===== src/rtl/pll_pkg.sv =====
// Shared types and default constants for the PLL lock detector.
package pll_pkg;

  typedef enum logic [1:0] {
    IDLE,
    ACQUIRE,
    LOCKED
  } lock_state_t;

  localparam int unsigned DEFAULT_TOLERANCE = 1;
  localparam int unsigned DEFAULT_TIMEOUT   = 1024;

endpackage


===== src/rtl/pll_lock_detector_edge_sync.sv =====
// Two-flop synchronizer for an asynchronous level plus a one-cycle rising-edge pulse.
// A third flop holds the previous synchronized value for edge detection.
module edge_sync_detector (
  input  logic clk,
  input  logic reset,
  input  logic din,
  output logic rise
);

  logic sync1;
  logic sync2;
  logic sync3;

  // Synchronizer chain and edge-history flop
  always_ff @(posedge clk) begin
    if (reset) begin
      sync1 <= 1'b0;
      sync2 <= 1'b0;
      sync3 <= 1'b0;
    end else begin
      sync1 <= din;
      sync2 <= sync1;
      sync3 <= sync2;
    end
  end

  assign rise = sync2 & ~sync3;

endmodule


===== src/rtl/pll_lock_detector.sv =====
// PLL lock detector: measures the reference period in fast-clock cycles,
// classifies each period against the expected ratio and reports lock with
// hysteresis, plus loss-of-reference detection.
module pll_lock_detector
  import pll_pkg::*;
#(
  parameter int unsigned EXPECTED_COUNT = 4,
  parameter int unsigned TOLERANCE      = DEFAULT_TOLERANCE,
  parameter int unsigned LOCK_CYCLES    = 8,
  parameter int unsigned UNLOCK_CYCLES  = 2,
  parameter int unsigned TIMEOUT        = DEFAULT_TIMEOUT,
  parameter int unsigned COUNT_WIDTH    = 32
) (
  input  logic                   input_clk_digital,
  input  logic                   reset,
  input  logic                   ref_clk_digital,
  output logic [COUNT_WIDTH-1:0] measured_period,
  output logic                   period_valid,
  output logic                   locked,
  output logic                   lock_lost,
  output logic                   timeout_err
);

  localparam int unsigned GOOD_W = (LOCK_CYCLES > 1) ? $clog2(LOCK_CYCLES) : 1;
  localparam int unsigned BAD_W  = (UNLOCK_CYCLES > 1) ? $clog2(UNLOCK_CYCLES) : 1;

  localparam logic [COUNT_WIDTH-1:0] EXP_C = COUNT_WIDTH'(EXPECTED_COUNT);
  localparam logic [COUNT_WIDTH-1:0] TOL_C = COUNT_WIDTH'(TOLERANCE);
  localparam logic [COUNT_WIDTH-1:0] TMO_C = COUNT_WIDTH'(TIMEOUT);

  // Counters hold 0..N-1; reaching the last value on a further event is the trigger.
  localparam logic [GOOD_W-1:0] GOOD_LAST = GOOD_W'(LOCK_CYCLES - 1);
  localparam logic [BAD_W-1:0]  BAD_LAST  = BAD_W'(UNLOCK_CYCLES - 1);

  lock_state_t            state;
  logic [COUNT_WIDTH-1:0] cnt;
  logic [COUNT_WIDTH-1:0] deviation;
  logic [GOOD_W-1:0]      good_cnt;
  logic [BAD_W-1:0]       bad_cnt;
  logic                   ref_rise;
  logic                   period_good;
  logic                   timed_out;

  edge_sync_detector u_sync (
    .clk   (input_clk_digital),
    .reset (reset),
    .din   (ref_clk_digital),
    .rise  (ref_rise)
  );

  // Period counter: restarts at 1 on each reference edge, saturates at TIMEOUT
  always_ff @(posedge input_clk_digital) begin
    if (reset) begin
      cnt <= '0;
    end else if (ref_rise) begin
      cnt <= COUNT_WIDTH'(1);
    end else if (cnt < TMO_C) begin
      cnt <= cnt + COUNT_WIDTH'(1);
    end
  end

  // Unsigned absolute deviation of the current count from the expected period
  always_comb begin
    deviation   = (cnt >= EXP_C) ? (cnt - EXP_C) : (EXP_C - cnt);
    period_good = (deviation <= TOL_C);
  end

  // An edge arriving on the saturation cycle takes precedence over the timeout
  assign timed_out = (cnt == TMO_C) && !ref_rise;

  // Lock FSM with registered status outputs and pulses
  always_ff @(posedge input_clk_digital) begin
    if (reset) begin
      state           <= IDLE;
      good_cnt        <= '0;
      bad_cnt         <= '0;
      measured_period <= '0;
      period_valid    <= 1'b0;
      locked          <= 1'b0;
      lock_lost       <= 1'b0;
      timeout_err     <= 1'b0;
    end else begin
      period_valid <= 1'b0;
      lock_lost    <= 1'b0;
      timeout_err  <= 1'b0;
      case (state)
        IDLE: begin
          // First edge only starts a period; nothing is published
          if (ref_rise) begin
            state    <= ACQUIRE;
            good_cnt <= '0;
            bad_cnt  <= '0;
          end
        end
        ACQUIRE: begin
          if (ref_rise) begin
            measured_period <= cnt;
            period_valid    <= 1'b1;
            if (period_good) begin
              if (good_cnt == GOOD_LAST) begin
                state    <= LOCKED;
                locked   <= 1'b1;
                good_cnt <= '0;
                bad_cnt  <= '0;
              end else begin
                good_cnt <= good_cnt + GOOD_W'(1);
              end
            end else begin
              good_cnt <= '0;
            end
          end else if (timed_out) begin
            timeout_err <= 1'b1;
            state       <= IDLE;
            good_cnt    <= '0;
            bad_cnt     <= '0;
          end
        end
        LOCKED: begin
          if (ref_rise) begin
            measured_period <= cnt;
            period_valid    <= 1'b1;
            if (period_good) begin
              bad_cnt <= '0;
            end else if (bad_cnt == BAD_LAST) begin
              state     <= ACQUIRE;
              locked    <= 1'b0;
              lock_lost <= 1'b1;
              good_cnt  <= '0;
              bad_cnt   <= '0;
            end else begin
              bad_cnt <= bad_cnt + BAD_W'(1);
            end
          end else if (timed_out) begin
            timeout_err <= 1'b1;
            lock_lost   <= 1'b1;
            locked      <= 1'b0;
            state       <= IDLE;
            good_cnt    <= '0;
            bad_cnt     <= '0;
          end
        end
        default: begin
          state <= IDLE;
        end
      endcase
    end
  end

endmodule


===== config.mk =====
export PLATFORM = sky130hd
export DESIGN_NAME = pll_lock_detector
export DESIGN_NICKNAME = d
export VERILOG_FILES = /design/src/rtl/pll_pkg.sv /design/src/rtl/pll_lock_detector_edge_sync.sv /design/src/rtl/pll_lock_detector.sv
export SDC_FILE = /design/constraint.sdc
export NUM_CORES = 1
export LEC_CHECK = 0
export BUFFER_PORTS_ARGS = -buffer_cell sky130_fd_sc_hd__buf_2
export CORE_MARGIN = 3
export CORE_UTILIZATION = 49
export CTS_CLUSTER_DIAMETER = 50
export DETAILED_ROUTE_END_ITERATION = 10
export PLACE_DENSITY = 0.76
export RECOVER_POWER = 50
export SETUP_SLACK_MARGIN = 0.2
export SLEW_MARGIN = 10
export SYNTH_ARGS = -nofsm -noshare
export SYNTH_HDL_FRONTEND = slang
export SYNTH_SLANG_ARGS = --single-unit

===== constraint.sdc =====
create_clock -name input_clk_digital -period 8 [get_ports input_clk_digital]
set_input_delay 0.8 -clock input_clk_digital [delete_from_list [all_inputs] [get_ports input_clk_digital]]
set_output_delay 0.8 -clock input_clk_digital [all_outputs]
set_load 0.02 [all_outputs]

==> run summary, run 1 <==
Routed wire length - 9.07 mm
Initial antenna violation count - 0
DIE AREA - 8680 sq um
Post-detailed-route wirelength per cell - 15.4 microns
Top sig layer - met4
CP Capture Type - flip-flop
DRC - 0
Yosys top cell area share - 41.4%
Final period util - 51.4%
Core area - 7330 sq um
Leak - 1.65 nW
Synth top area cells - dfxtp_1 41%, nand2_1 8.7%, a21oi_1 5.9%
Largest net degree at the start of global routing - 44
Layout area overhead - 10.2%
Largest stage delay, worst path - 1.36 ns
Skew-Pair Late Insertion Delay - 0.35 ns
Multi-input gate area - 2040 sq um
Drt first pass iters - 6
Post-CTS Repair Setup Buffers - 0
Max-slew headroom - -29.4%
Vias after detailed routing - 3353
Row count - 31
Top cells by count, synth - 86 x nand2_1, 77 x dfxtp_1, 44 x a21oi_1
Detailed placement HPWL - 6.53 mm
I/O pin total - 39
Port-buffer cells - 38
Startpoint types - input port
Fraction of registers with async set/reset - 0%
Slowest stage cell, crit path - clkbuf_1
Critical Path Fanout Max - 43
Worst Hold Class - reg -> reg
Total grt overflow - 0
Fin. max-slew vios - 44
Post-Synthesis Cells - 457
Status - finished with violations
Avg Vias per Cell - 5.69
Setup ws final - 3.89 ns
Delay-heaviest family, CP - buffers and inverters
Post-synthesis sequential area ratio - 41.4%
Most frequent cell after synthesis - nand2_1
RSZ-0062 raised after global routing - no
GRT Overall Usage - 21.4%
GPL Wtd Cong - 1.02
Met1 Wirelength - 4.37 mm
Pwr Density - 195 nW/um^2
Clock skew - 0.0127 ns
Ys flop type - dfxtp_1
Vias in the first global route - 3142
Met3 WL post-DR - 556 microns
Setup Viol. Count Final - 0
Worst-margin pin slew - 1.94 ns
Total CTS buffers - 9
Initial Util - 50.8%
CTS Buffer Depth - 2
F_max - 243 MHz
CTS tree - yes
CTS sink count - 77
Worst path cell trace - clkbuf_1 > clkinv_1 > and3_2 > nand3_1 > o21ai_0 > a32o_1
Final Util - 56.0%
# resized after CTS - 0
Antenna fix cells - 0
Antenna viol nets, final - 0
Chip height - 93.2 microns
Synth Register Bits - 77
First-pass GRT wire length - 14.9 mm
Mapped Nets - 472
H-tree levels - 3
Cell variety after synth - 60
Root buf cell - clkbuf_8
Shortest period the worst path allows - 4.11 ns
FF/Latch Area - 1540 sq um
CP arrival - 4.35 ns
Fin Setup TNS - 0 ns
Initial DRC count - 198
CP bufs+invs - 2
Fillers - 720
Mapped cell area - 3720 sq um
Nets@finish - 500
Layout cells sized above 1 - 7.14%
Die width - 93.2 microns
Max Cap Violations - 1
Peak supply drop - 126 uV
Clk pin slew, worst setup/hold paths - 0.09 ns
Final hold vios - 0
Hold-fix buffer count after cts - 0
Synth warn - 0
Worst Path Required - 8.24 ns
Post-synth EDFFs - 0
Worst slack, placed - 4.10 ns
Crit path kind - in -> reg
Metal2 WL - 3.97 mm
Failing checks - capacitance limit, slew limit
Mean Syn Cell Area - 8.15 sq um
Post-synth top area cell - dfxtp_1
-- state kept, by name (all words and copies together), names as in the netlist --
signal,count
lock_lost,1
measured_period,32
u_sync.sync3,1
timeout_err,1
u_sync.sync1,1
state,2
u_sync.sync2,1
locked,1
bad_cnt,1
cnt,32
good_cnt,3
period_valid,1
-- where the power goes --
group	switching, W	internal (W)
combinational	0.0000681	0.0000401
sequential	0.00000626	0.000388
clock	0.000151	0.000148
total	0.000225	0.000576
-- worst paths after layout --
path | from | to | slack [ns] | cells after the start
setup reg to reg | cnt[3] | state[1] | 4.01 | 12
hold / removal | u_sync.sync1 | u_sync.sync2 | 0.45 | 1
setup / recovery | reset | bad_cnt | 3.89 | 6
hold reg to reg | u_sync.sync1 | u_sync.sync2 | 0.45 | 1
-- cell usage in the layout (no fill, tap or decap), types with 2 or more instances in the layout --
cell type	instances
a2111o_1	2
a2111oi_0	2
a21oi_1	44
a31oi_1	3
a32o_1	3
and3_1	26
and3_2	3
clkbuf_1	37
clkbuf_8	9
clkinvlp_4	2
dfxtp_1	77
ha_1	12
inv_1	12
inv_6	3
mux2i_1	5
nand2_1	86
nand2b_1	3
nand3_1	14
nand4_1	5
nand4_2	2
nand4b_1	2
nor2_1	37
nor2b_1	5
nor3_1	13
nor4_1	11
nor4_2	2
nor4b_1	2
o2111ai_1	2
o21a_1	2
o21ai_0	5
o21ai_1	2
o22ai_1	2
or3_1	3
or4_1	5
xnor2_1	14
xor2_1	3
-- logic make-up after synthesis --
family                   Yosys count  share of synthesized area, %
AND/OR/NAND/NOR                  231                          31.7
AO/OA/AOI/OAI                     80                          13.6
flip-flops                        77                          41.4
buffers and inverters             35                          4.00
XOR/XNOR                          17                          4.00
adder cells (fa/ha/maj)           12                          4.03
multiplexers                       5                          1.34
-- cell type report --
type | instances | area share [%]
multi-input cells | 345 | 49.6
flip-flops and latches | 77 | 37.5
repair buffers | 39 | 3.69
clock buffers | 9 | 3.02
well taps | 99 | 3.02
clock inverters | 7 | 1.95
inverters | 13 | 1.19
-- metal layers --
layer  up-vias  GRT usage (%)
li1       1678              -
met1      1527           28.6
met2       128           34.0
met3        20           4.18
met4         0           8.06
met5         -              0
-- worst reg2reg max path, stage by stage (launching register included) --
cell and delay, ns:
dfxtp_1 0.38, inv_1 0.20, ha_1 0.26, nor4b_2 0.53, nand4_2 0.28, or4_2 0.75, o22ai_1 0.26, nand3_1 0.10
a2111oi_0 0.34, and4_1 0.27, o21a_1 0.17, o211ai_2 0.08, a32o_1 0.26
-- metrics by stage --
| step | hold WS, ns | std cells | power (W) | instance area (sq um) |
|---|---|---|---|---|
| floorplan | 0.414 | 457 | 0.000488 | 3720 |
| global placement | 0.416 | 573 | 0.000509 | 3950 |
| detailed placement | 0.432 | 573 | 0.000509 | 3950 |
| CTS | 0.454 | 589 | 0.000808 | 4150 |
| global route | 0.471 | 589 | 0.000837 | 4110 |
| finish | 0.454 | 589 | 0.000801 | 4110 |
(Power assumes the default switching activity.)
==> run 2, diff against run 1 <==
--- a/config.mk
+++ b/config.mk
@@ -10,7 +10,7 @@
 export CORE_UTILIZATION = 49
 export CTS_CLUSTER_DIAMETER = 50
 export DETAILED_ROUTE_END_ITERATION = 10
-export PLACE_DENSITY = 0.76
+export PLACE_DENSITY = 0.79
 export RECOVER_POWER = 50
 export SETUP_SLACK_MARGIN = 0.2
 export SLEW_MARGIN = 10
==> constraint.sdc (replaced) <==
create_clock -name input_clk_digital -period 3.5 [get_ports input_clk_digital]
set_input_delay 0.35 -clock input_clk_digital [delete_from_list [all_inputs] [get_ports input_clk_digital]]
set_output_delay 0.35 -clock input_clk_digital [all_outputs]
set_load 0.02 [all_outputs]
==> run 2 against run 1 <==
  * The flow still finishes with violations (capacitance limit, slew limit)
  * Worst hold slack lost 0.24 ns
  * Wire length grew 6.8%
  * Sequential cell count is the same
  * Via count grew 4.4%
  * Clock power grew 130%
  * Count of clock-buffer cells in the layout is the same
==> run summary, run 2 (synthesis gave the netlist of run 1 again) <==
Status - finished with violations
Failing checks - capacitance limit, slew limit
Startpoint types - flip-flop
Chip height - 93.2 microns
DRC - 0
Reg2Reg Depth - 13
Worst-margin pin slew - 1.92 ns
Crit path top cell by count - buf_4
Initial Util - 50.8%
Fin. max-slew vios - 44
CTS Buffer Depth - 2
GRT Overall Usage - 22.8%
Final period util - 91.8%
RSZ-0062 raised after global routing - yes
I/O pin total - 39
First-pass GRT wire length - 15.7 mm
Total CTS buffers - 9
Fillers - 668
Post-detailed-route wirelength per cell - 15.7 microns
Die width - 93.2 microns
Worst Hold Class - in -> reg
CP arrival - 3.48 ns
Multi-input gate area - 2150 sq um
Peak supply drop - 228 uV
Routed wire length - 9.69 mm
Layout area overhead - 19.2%
Antenna fix cells - 0
Delay-heaviest family, CP - simple AND/OR/NAND/NOR gates
FF-to-FF setup slack - 0.29 ns
Initial antenna violation count - 0
Initial DRC count - 252
Largest stage delay, worst path - 0.61 ns
Root buf cell - clkbuf_8
Hold-fix buffer count after cts - 0
Clock skew - 0.0104 ns
Antenna viol nets, final - 0
Overall Power - 0.00188 W
Worst reg2reg path startpoint - cnt[11]
Drt first pass iters - 4
Crit path to - state[1]
Skew-Pair Late Insertion Delay - 0.36 ns
Pwr Density - 424 nW/um^2
CP Capture Type - flip-flop
Max Cap Violations - 1
Core area - 7330 sq um
Slowest stage cell, crit path - or4_4
CP bufs+invs - 3
Worst setup path startpoint - cnt[11]
RR Endpoint - state[1]
Worst Path Required - 3.76 ns
Most common cell after layout, fill and taps aside - nand2_1
Shortest period the worst path allows - 3.21 ns
Top Registers - cnt: 32 flops, measured_period: 32 flops, good_cnt: 3 flops
Worst path depth - 13
Vias in the first global route - 3281
Setup Viol. Count Final - 0
Crit path kind - reg -> reg
Critical Path Fanout Max - 8
DIE AREA - 8680 sq um
Row count - 31
Commonest cells after routing, fill and taps aside - 86 x nand2_1, 76 x dfxtp_1, 44 x a21oi_1, 38 x clkbuf_1, 37 x nor2_1
Fin Setup TNS - 0 ns
Max-slew headroom - -28.0%
Vias after detailed routing - 3501
Largest net degree at the start of global routing - 44
Port-buffer cells - 38
CTS tree - yes
Final hold vios - 0
Layout cells sized above 1 - 15.8%
Leak - 1.82 nW
H-tree levels - 3
Clk pin slew, worst setup/hold paths - 0.09 ns
FF/Latch Area - 1540 sq um
F_max - 311 MHz
CTS sink count - 77
Nets@finish - 530
Hold_sp - ref_clk_digital
Detailed placement HPWL - 6.82 mm
Avg Vias per Cell - 5.66
GPL Wtd Cong - 0.944
Total grt overflow - 0
Worst path cell trace - buf_4 > nor4_2 > buf_4 > nand4_2 > or4_4 > buf_4 > mux2i_2 > xnor2_1 > nor4_1 > and4_1 > o21a_1 > o211ai_2 > a32o_1
-- run 2: cell count changes in the layout (fill, tap and decap cells not counted), moves of 3 or more --
cell     before  now
mux2i_1       5    2
mux2i_2       0    3
nor3_1       13   10
nor4_1       11    8
buf_4         1   29
nor3_2        1    4
-- run 2: timing repair --
action,4_1_cts,5_1_grt
resized for setup,4,18
endpoints found under the setup margin,5,7
setup buffers,0,8
pin swaps,1,8
-- run 2: worst min-delay path by stage --
stage                          end  slack, ns  cells past startpoint
5_1_grt               u_sync.sync1       0.24                      2
6_report              u_sync.sync1       0.21                      2
2_1_floorplan         u_sync.sync2       0.41                      1
4_1_cts               u_sync.sync1       0.21                      2
3_5_place_dp   measured_period[24]       0.45                      2
3_3_place_gp          u_sync.sync2       0.44                      1
-- run 2: area by class of cell --
| cell class | count | area share [%] |
|---|---|---|
| Multi-Input combinational cell | 345 | 48.4 |
| Inverter | 13 | 1.10 |
| Clock inverter | 7 | 1.86 |
| Tap cell | 99 | 2.79 |
| Clock buffer | 9 | 2.79 |
| Timing Repair Buffer | 69 | 8.34 |
| Sequential cell | 77 | 34.8 |
-- run 2: per-stage QoR --
| step | cells | hold slack, ns | util (%) | setup WS, ns | cell area [sq um] |
|---|---|---|---|---|---|
| global placement | 595 | 0.438 | 56.2 | 0.166 | 4120 |
| global route | 619 | 0.236 | 60.6 | 0.107 | 4440 |
| CTS | 611 | 0.215 | 59.3 | 0.203 | 4350 |
| floorplan | 457 | 0.414 | - | 0.221 | 3730 |
| detailed placement | 595 | 0.445 | 56.2 | 0.0977 | 4120 |
| finish | 619 | 0.211 | 60.6 | 0.286 | 4440 |
-- run 2: power by group --
part	switching (W)	leakage, nW	internal, W
logic	0.000172	1.10	0.000111
clock network	0.000361	0.0984	0.000340
registers	0.0000118	0.622	0.000886
-- run 2: worst reg2reg max path, cell delays in order, from the launching register on --
cell	delay [ns]
dfxtp_1	0.32
buf_4	0.15
nor4_2	0.26
buf_4	0.17
nand4_2	0.15
or4_4	0.61
buf_4	0.18
mux2i_2	0.14
xnor2_1	0.16
nor4_1	0.21
and4_1	0.24
o21a_1	0.16
o211ai_2	0.08
a32o_1	0.26
-- run 2: metal layers --
| metal | track usage [%] | vias up | part of all wire [%] | routed length (microns) |
|---|---|---|---|---|
| met1 | 28.6 | 1655 | 44 | 4290 |
| met5 | 0 | - | 0 | 0 |
| met3 | 4.18 | 17 | 5.7 | 556 |
| met2 | 38.2 | 104 | 48 | 4680 |
| li1 | - | 1725 | - | - |
| met4 | 9.89 | 0 | 1.7 | 160 |
==> run 3, diff against run 2 <==
--- a/config.mk
+++ b/config.mk
@@ -10,7 +10,7 @@
 export CORE_UTILIZATION = 49
 export CTS_CLUSTER_DIAMETER = 50
 export DETAILED_ROUTE_END_ITERATION = 10
-export PLACE_DENSITY = 0.79
+export PLACE_DENSITY = 0.76
 export RECOVER_POWER = 50
 export SETUP_SLACK_MARGIN = 0.2
 export SLEW_MARGIN = 10
==> constraint.sdc (replaced) <==
create_clock -name input_clk_digital -period 4 [get_ports input_clk_digital]
set_input_delay 0.4 -clock input_clk_digital [delete_from_list [all_inputs] [get_ports input_clk_digital]]
set_output_delay 0.4 -clock input_clk_digital [all_outputs]
set_load 0.02 [all_outputs]
==> run 3 against run 2 <==
  * The flow still finishes with violations (capacitance limit, slew limit)
  * Sequential cell count stayed put
  * Design area is 5.2% lower
  * First-iteration DRC count is 12% higher
  * Final cell count is 3.6% lower
  * Clock skew is 0.00061 ns lower
  * Fmax is 11% lower
  * Power is 12% lower
  * Non-clock buffer count is 22 lower
  * Critical path depth is 1 lower
  * Critical endpoint is now good_cnt[0]
  * Sequential power is 12% lower
  * Global-route usage is 1.3 points lower
  * Via count is 2.3% lower
==> run summary, run 3 (synthesis gave the netlist of run 1 again) <==
Worst path cell trace - inv_2 > ha_2 > nor4b_4 > nand4_4 > or4_2 > a21oi_1 > nor2_1 > nor4_2 > nand4_2 > a21o_1 > and3_4 > a31o_1
Total CTS buffers - 9
Worst Path Required - 4.25 ns
Setup Viol. Count Final - 0
Antenna viol nets, final - 0
Final Util - 57.4%
DIE AREA - 8680 sq um
Fin area - 4210 sq um
CP Capture Type - flip-flop
Met3 WL post-DR - 582 microns
Row count - 31
Detailed placement HPWL - 6.61 mm
Final period util - 90.5%
Largest net degree at the start of global routing - 44
Startpoint types - flip-flop
I/O pin total - 39
Top Registers - cnt: 32 flops, measured_period: 32 flops, good_cnt: 3 flops
RR Endpoint - good_cnt[0]
Initial Util - 50.8%
Status - finished with violations
Metal2 WL - 4.12 mm
Max Cap Violations - 1
Skew-Pair Late Insertion Delay - 0.35 ns
Most common cell after layout, fill and taps aside - nand2_1
Top sig layer - met4
Max-slew headroom - -26.2%
FF-to-FF setup slack - 0.38 ns
Largest stage delay, worst path - 0.72 ns
Initial DRC count - 282
Vias in the first global route - 3010
Worst reg2reg path startpoint - cnt[3]
WHS - 0.263 ns
Total grt overflow - 0
CTS tree - yes
CP bufs+invs - 1
Chip height - 93.2 microns
GPL Wtd Cong - 0.975
Worst-margin pin slew - 1.89 ns
Antenna fix cells - 0
Clk pin slew, worst setup/hold paths - 0.08 ns
Hold Path Cell Cnt - 2
RSZ-0062 raised after global routing - no
Final hold vios - 0
Delay-heaviest family, CP - simple AND/OR/NAND/NOR gates
Setup ws final - 0.381 ns
Met1 Wirelength - 4.31 mm
Crit path to - good_cnt[0]
CP arrival - 3.87 ns
Fin Setup TNS - 0 ns
CTS sink count - 77
CTS Buffer Depth - 2
First-pass GRT wire length - 14.8 mm
Placed cell area - 4000 sq um
Vias after detailed routing - 3421
Clock skew - 0.00978 ns
Reg2Reg Depth - 12
Slowest stage cell, crit path - or4_2
Leak - 1.71 nW
Core area - 7330 sq um
Worst path depth - 12
DRC - 0
Nets@finish - 508
Drt first pass iters - 5
Layout cells sized above 1 - 9.24%
Worst Hold Class - in -> reg
Crit path kind - reg -> reg
Pwr Density - 392 nW/um^2
Avg Vias per Cell - 5.73
Worst slack, placed - 0.150 ns
Fillers - 700
Failing checks - capacitance limit, slew limit
Post-detailed-route wirelength per cell - 15.4 microns
Routed wire length - 9.18 mm
Shortest period the worst path allows - 3.62 ns
F_max - 276 MHz
Peak supply drop - 264 uV
Die width - 93.2 microns
Worst setup path startpoint - cnt[3]
Critical Path Fanout Max - 7
Layout area overhead - 13.0%
Initial antenna violation count - 0
Root buf cell - clkbuf_8
Fin. max-slew vios - 44
H-tree levels - 3
Port-buffer cells - 38
GRT Overall Usage - 21.5%
Commonest cells after routing, fill and taps aside - 86 x nand2_1, 76 x dfxtp_1, 44 x a21oi_1, 40 x clkbuf_1, 37 x nor2_1
## run 3: worst min-delay path by stage
stage                          from            to  slack, ns
floorplan              u_sync.sync1  u_sync.sync2       0.41
global placement       u_sync.sync1  u_sync.sync2       0.41
detailed placement     u_sync.sync1  u_sync.sync2       0.42
CTS                 ref_clk_digital  u_sync.sync1       0.26
global route        ref_clk_digital  u_sync.sync1       0.29
finish              ref_clk_digital  u_sync.sync1       0.26
## run 3: timing repair
item / 4_1_cts / 5_1_grt
buffers inserted: 0 / 1
endpoints found under the setup margin: 4 / 7
resized for setup: 1 / 8
hold buffers: 0 / 0
## run 3: layout make-up
type	count	area, sq um	area share [%]
clock inverters	5	85.1	2.02
clock buffers	11	131	3.12
well taps	99	124	2.94
repair buffers	47	208	4.93
multi-input cells	345	2070	49.2
inverters	13	48.8	1.16
flip-flops and latches	77	1540	36.7
## run 3: report_power, final
part	total [W]	internal (W)	switching (W)
sequential	0.000788	0.000775	0.0000123
combinational	0.000226	0.0000852	0.000141
clock	0.000635	0.000354	0.000281
total	0.00165	0.00121	0.000435
## run 3: metal layers
layer  global-route usage (%)  vias up
met1                     29.1     1588
met5                        0        -
met3                     4.67       26
met4                     7.57        0
li1                         -     1693
met2                     33.7      114
## run 3: per-stage QoR
stage                     total power [W]  instances
after detailed placement          0.00102        580
after global routing              0.00173        597
final                             0.00165        597
after floorplan                  0.000976        457
after global placement            0.00102        580
after CTS                         0.00165        596
